### src/rtl/matrix_writer.sv
// matrix_writer
// Captures a TileRows x TileCols signed tile on start and writes it, one
// element per granted cycle, into a row-major matrix held in a single-port
// memory. The memory port may be shared with a reader, so every write waits
// for mem_gnt_i.
//
// Ports:
//   clk_i, rst_ni        clock (rising edge), async active-low reset
//   start_i              start request, honoured only when idle
//   base_addr_i          matrix base address           (captured on start)
//   matrix_cols_i        row stride in elements        (captured on start)
//   start_row_i/_col_i   tile top-left position        (captured on start)
//   matrix_i             tile data                     (captured on start)
//   busy_o               high while the tile is being written
//   done_o               one-cycle pulse after the last element commits
//   mem_gnt_i            a write commits on an edge with mem_we_o & mem_gnt_i
//   mem_addr_o/_we_o/_wr_data_o  registered memory write port
module matrix_writer #(
   parameter int AddrWidth = 8,
   parameter int DataWidth = 8,
   parameter int TileRows  = 4,
   parameter int TileCols  = 4
) (
   input  logic                        clk_i,
   input  logic                        rst_ni,
   input  logic                        start_i,
   input  logic [AddrWidth-1:0]        base_addr_i,
   input  logic [15:0]                 matrix_cols_i,
   input  logic [15:0]                 start_row_i,
   input  logic [15:0]                 start_col_i,
   input  logic signed [DataWidth-1:0] matrix_i [0:TileRows-1][0:TileCols-1],
   output logic                        busy_o,
   output logic                        done_o,
   input  logic                        mem_gnt_i,
   output logic [AddrWidth-1:0]        mem_addr_o,
   output logic                        mem_we_o,
   output logic signed [DataWidth-1:0] mem_wr_data_o
);

   localparam int RW = (TileRows > 1) ? $clog2(TileRows) : 1;
   localparam int CW = (TileCols > 1) ? $clog2(TileCols) : 1;
   localparam logic [RW-1:0] RMax = RW'(TileRows - 1);
   localparam logic [CW-1:0] CMax = CW'(TileCols - 1);

   typedef enum logic [1:0] {IDLE, WRITE, DONE} state_e;

   state_e                      state_q, state_d;
   logic [RW-1:0]               r_q, r_d;
   logic [CW-1:0]               c_q, c_d;
   // row_base holds the address of element (r,0): base + (row+r)*cols + col
   logic [AddrWidth-1:0]        row_base_q, row_base_d;
   logic [AddrWidth-1:0]        cols_q, cols_d;
   logic signed [DataWidth-1:0] tile_q [0:TileRows-1][0:TileCols-1];
   logic signed [DataWidth-1:0] tile_d [0:TileRows-1][0:TileCols-1];
   logic [AddrWidth-1:0]        addr_q, addr_d;
   logic signed [DataWidth-1:0] data_q, data_d;
   logic                        we_q, we_d;
   logic                        busy_q, busy_d;
   logic                        done_q, done_d;

   logic [RW-1:0]        r_inc;
   logic [CW-1:0]        c_inc;
   logic [AddrWidth-1:0] first_addr;

   assign r_inc = r_q + RW'(1);
   assign c_inc = c_q + CW'(1);

   // Start offset is multiplied once at full width, then wrapped to the
   // address space; per-element addresses are pure adds after that.
   assign first_addr = AddrWidth'(32'(base_addr_i)
                                  + 32'(start_row_i) * 32'(matrix_cols_i)
                                  + 32'(start_col_i));

   always_comb begin
      state_d    = state_q;
      r_d        = r_q;
      c_d        = c_q;
      row_base_d = row_base_q;
      cols_d     = cols_q;
      tile_d     = tile_q;
      addr_d     = addr_q;
      data_d     = data_q;
      we_d       = we_q;
      busy_d     = busy_q;
      done_d     = 1'b0;
      case (state_q)
         IDLE: begin
            if (start_i) begin
               tile_d     = matrix_i;
               cols_d     = AddrWidth'(matrix_cols_i);
               row_base_d = first_addr;
               r_d        = '0;
               c_d        = '0;
               addr_d     = first_addr;
               data_d     = matrix_i[0][0];
               we_d       = 1'b1;
               busy_d     = 1'b1;
               state_d    = WRITE;
            end
         end
         WRITE: begin
            // Without a grant everything holds, so the port stays stable.
            if (mem_gnt_i) begin
               if (r_q == RMax && c_q == CMax) begin
                  we_d    = 1'b0;
                  busy_d  = 1'b0;
                  done_d  = 1'b1;
                  state_d = DONE;
               end else if (c_q == CMax) begin
                  c_d        = '0;
                  r_d        = r_inc;
                  row_base_d = row_base_q + cols_q;
                  addr_d     = row_base_q + cols_q;
                  data_d     = tile_q[r_inc][0];
               end else begin
                  c_d    = c_inc;
                  addr_d = row_base_q + AddrWidth'(c_inc);
                  data_d = tile_q[r_q][c_inc];
               end
            end
         end
         DONE:    state_d = IDLE;
         default: state_d = IDLE;
      endcase
   end

   always_ff @(posedge clk_i or negedge rst_ni) begin
      if (!rst_ni) begin
         state_q    <= IDLE;
         r_q        <= '0;
         c_q        <= '0;
         row_base_q <= '0;
         cols_q     <= '0;
         for (int i = 0; i < TileRows; i++)
            for (int j = 0; j < TileCols; j++)
               tile_q[i][j] <= '0;
         addr_q     <= '0;
         data_q     <= '0;
         we_q       <= 1'b0;
         busy_q     <= 1'b0;
         done_q     <= 1'b0;
      end else begin
         state_q    <= state_d;
         r_q        <= r_d;
         c_q        <= c_d;
         row_base_q <= row_base_d;
         cols_q     <= cols_d;
         tile_q     <= tile_d;
         addr_q     <= addr_d;
         data_q     <= data_d;
         we_q       <= we_d;
         busy_q     <= busy_d;
         done_q     <= done_d;
      end
   end

   assign mem_addr_o    = addr_q;
   assign mem_wr_data_o = data_q;
   assign mem_we_o      = we_q;
   assign busy_o        = busy_q;
   assign done_o        = done_q;

endmodule

### config.mk
export PLATFORM = sky130hd
export DESIGN_NAME = matrix_writer
export DESIGN_NICKNAME = d
export VERILOG_FILES = /design/src/rtl/matrix_writer.sv
export SDC_FILE = /design/constraint.sdc
export NUM_CORES = 1
export LEC_CHECK = 0
export ABC_AREA = 1
export BUFFER_PORTS_ARGS = -buffer_cell sky130_fd_sc_hd__buf_2
export CAP_MARGIN = 20
export CORE_ASPECT_RATIO = 0.7
export CORE_MARGIN = 5
export CORE_UTILIZATION = 56
export DETAILED_ROUTE_END_ITERATION = 8
export GPL_TIMING_DRIVEN = 0
export HOLD_SLACK_MARGIN = 0.15
export PLACE_DENSITY = 0.81
export SETUP_SLACK_MARGIN = 0.4
export SYNTH_ARGS = -nofsm -noshare
export SYNTH_HDL_FRONTEND = slang
export SYNTH_SLANG_ARGS = --single-unit
export TNS_END_PERCENT = 20
### constraint.sdc
create_clock -name clk_i -period 2.6 [get_ports clk_i]
set_input_delay 0.65 -clock clk_i [delete_from_list [all_inputs] [get_ports clk_i]]
set_output_delay 0.65 -clock clk_i [all_outputs]
set_load 0.01 [all_outputs]
==> flow_summary.ini <==
[cells_and_area]
syn2layout_area_growth_pct = 22.5
final_nets = 1517
fillers = 1296
drive_gt1_share_pct = 32.4
design_area_sq_um = 12200

[sta]
finalCritPeriodShare_pct = 166
max_slew_margin_pct = 52.5
period_needed_ps = 4310
setup_viol = 12
fin_skew_ps = 13.8
rsz0062_at_grt = true
final_hold_viol_count = 0
hold_ws_ps = 429
drv_slew = 0
fmax_ghz = 0.232
tightest_slew_ps = 712
setup_slack_ps = -1710

[power_and_ir_drop]
power_density_nw_per_um2 = 1330
leakage_nw = 5.93
ir_worst_vdd_mv = 0.545

[grt]
grt_pass1_wl_mm = 46.6
antenna_found_initial = 5
grt_pass1_vias = 8759
grt_start_max_net_pins = 125
grt_use_total_pct = 29.2
overflow = 0

[logic_synthesis]
synth_flop_cell = dfrtp_1
synth_edf_count = 0
async_flop_share_pct = 100
avgSynthCellArea_sq_um = 9.30
synth_cell_types = 46
synth_seq_cells = 168
synth_area_sq_um = 9960
syn-num-nets = 1316
ys_seq_area_share_pct = 42.2
synthCells = 1071
yosysWarnings = 0

[run_status]
status = finished with violations
violations = negative setup slack

[routing]
antenna_left = 0
viasPerCell = 5.87
num_vias = 8912
initialDrtViolationCount = 1123
routedWlPerCell_um = 20.1
wirelength_mm = 30.5
drc = 0
drt_first_pass_iters = 6

[cts]
cts_sinks = 168
htree_levels = 4
path_clk_slew_ps = 70
cts_buffer_depth = 2
cts_buffers = 17
cts_tree = done
clk_latency_ps = 430
cts-root-buf = clkbuf_16

[worst_setup_path]
cpLargestDelayFamily = adder cells
critPathKind = input port to flip-flop
critPathRequiredTime_ps = 2960
cpPeakStageDelay_ps = 590
crit_arrival_ps = 4670
cp_slowest_cell = fa_1
endpoint_kind = flip-flop
cp_num_buf_inv = 4
crit_chain = buf_12 > nand2_4 > fa_1 > inv_2 > fa_1 > ha_4 > fa_1 > inv_2 > fa_1 > inv_2 > ha_4 > nand2_1 > o21ai_1 > xor2_1 > nand2_1 > nand2_1 > nor2_1 > o21ai_1 > o21a_1
cp_common_cell = fa_1
cp-start-kind = input port
critPathMaxFanout = 5

[floorplan]
rows = 40
pin_count = 207
core_area_sq_um = 17300
die_y_um = 122
die_area_sq_um = 20600
die_x_um = 169
start_util_pct = 57.5

[place]
gp_congestion = 0.977
place_area_sq_um = 11300
dpl.hpwl_mm = 22.4
io_buffers = 178

[min_path]
hold_path.class = input port to flip-flop

[run]
drv_cap = 0
[synthesized netlist by cell type, types with 2 or more instances]
master	instances	area [sq um]
inv_4	3	18.8
clkbuf_1	14	52.6
nor2_8	3	60.1
buf_6	3	33.8
mux2_1	37	417
a31oi_1	2	12.5
nor2_4	2	22.5
o221ai_1	12	105
inv_1	108	405
or2_2	3	18.8
nor3_1	5	25.0
o21ai_1	3	15.0
o21ai_0	82	410
mux2_2	84	946
buf_4	11	82.6
xor2_1	10	87.6
fa_1	24	480
nand3_1	58	290
inv_2	2	7.51
a21oi_1	59	295
nand4_1	2	12.5
buf_2	27	135
o21a_1	2	15.0
ha_1	33	413
o32ai_1	2	17.5
nor2_1	119	447
nand2_1	142	533
o211ai_1	19	143
o311ai_0	6	52.6
clkbuf_2	3	15.0
dfrtp_1	168	4200
nand2_2	4	25.0
o22ai_1	6	37.5
[kinds of logic (layout without fill, tap and decap cells)]
group / after synthesis / after routing / synth area share, %
AOI/OAI and AO/OA: 201 / 201 / 12.0
xor gates and xnor gates: 11 / 11 / 0.968
adders and majority gates: 57 / 57 / 8.97
and+or+nand+nor: 340 / 340 / 14.5
muxes: 121 / 121 / 13.7
DFF: 168 / 168 / 42.2
other: 0 / 2 / 0
buffers and inverters: 173 / 387 / 7.62
[power breakdown]
part           internal, W  switching [W]
combinational      0.00351        0.00525
clock              0.00139        0.00117
sequential         0.00397       0.000868
total              0.00887        0.00729
[flip-flops by register name, indices dropped and copies added, names as in the netlist]
name and cells:
busy_o 1, c_q 2, cols_q 8, done_o 1
mem_addr_o 8, mem_wr_data_o 8, r_q 2, row_base_q 8
state_q 2, tile_q 128
[through the flow]
step | setup slack (ps) | setup TNS, ps | cells | util (%) | power, W
after floorplan | -1700 | -16490 | 1071 | - | 0.0103
after global placement | -2140 | -300780 | 1480 | 64.8 | 0.0124
after detailed placement | -2210 | -21140 | 1481 | 65.0 | 0.0127
after CTS | -1600 | -14850 | 1516 | 69.6 | 0.0156
after global routing | -1820 | -17140 | 1518 | 70.4 | 0.0172
final | -1710 | -15480 | 1518 | 70.4 | 0.0162
[worst paths after layout]
| kind | startpoint | depth (start not counted) | slack [ps] | end |
|---|---|---|---|---|
| worst min-delay path | matrix_i[12] | 2 | 430 | tile_q[12] |
| worst max-delay path | matrix_cols_i[0] | 19 | -1710 | row_base_q[5] |
| worst min register to register | mem_addr_o[7] | 2 | 490 | mem_addr_o[7] |
| min in group asynchronous | rst_ni | 2 | 690 | tile_q[12] |
| worst max register to register | c_q[0] | 10 | -80 | mem_addr_o[6] |
| max in group asynchronous | rst_ni | 3 | 950 | tile_q[29] |
[layout by cell type, fill, tap and decap left out, types with 37 or more instances in the layout]
cell and count:
o21ai_0 78, nand3_1 53, a21oi_1 56, dfrtp_1 167
nand2_1 130, nor2_1 117, buf_2 194, inv_1 100
mux2_1 37, mux2_2 84
[timing repair]
action                                 CTS  global route
setup buffers                            2             0
gates resized for setup                 36            42
hold buffers                             1             0
endpoints found under the hold margin   44             0
setup endpoints to repair               18            21
cloned                                   0             0
pin swaps                               19            21
[area by class of cell]
cell class / instances / area [sq um] / area share, %
flip-flops and latches: 168 / 4210 / 34.5
well taps: 231 / 289 / 2.37
inverters: 114 / 435 / 3.57
clock inverters: 14 / 155 / 1.27
multi-input cells: 730 / 5290 / 43.3
repair buffers: 182 / 1000 / 8.21
plain buffers: 59 / 379 / 3.11
clock buffers: 18 / 439 / 3.60
diodes: 2 / 5.00 / 0.0410
[per-layer routing]
metal | vias to the layer above | share of wire [%] | global-route usage, % | wire, um
li1 | 3993 | - | - | -
met1 | 4294 | 43 | 43.0 | 13100
met2 | 540 | 42 | 40.6 | 12800
met3 | 77 | 13 | 10.6 | 3870
met4 | 8 | 2.0 | 7.49 | 614
met5 | - | 0.32 | 2.42 | 96
(Power assumes the default switching activity.)
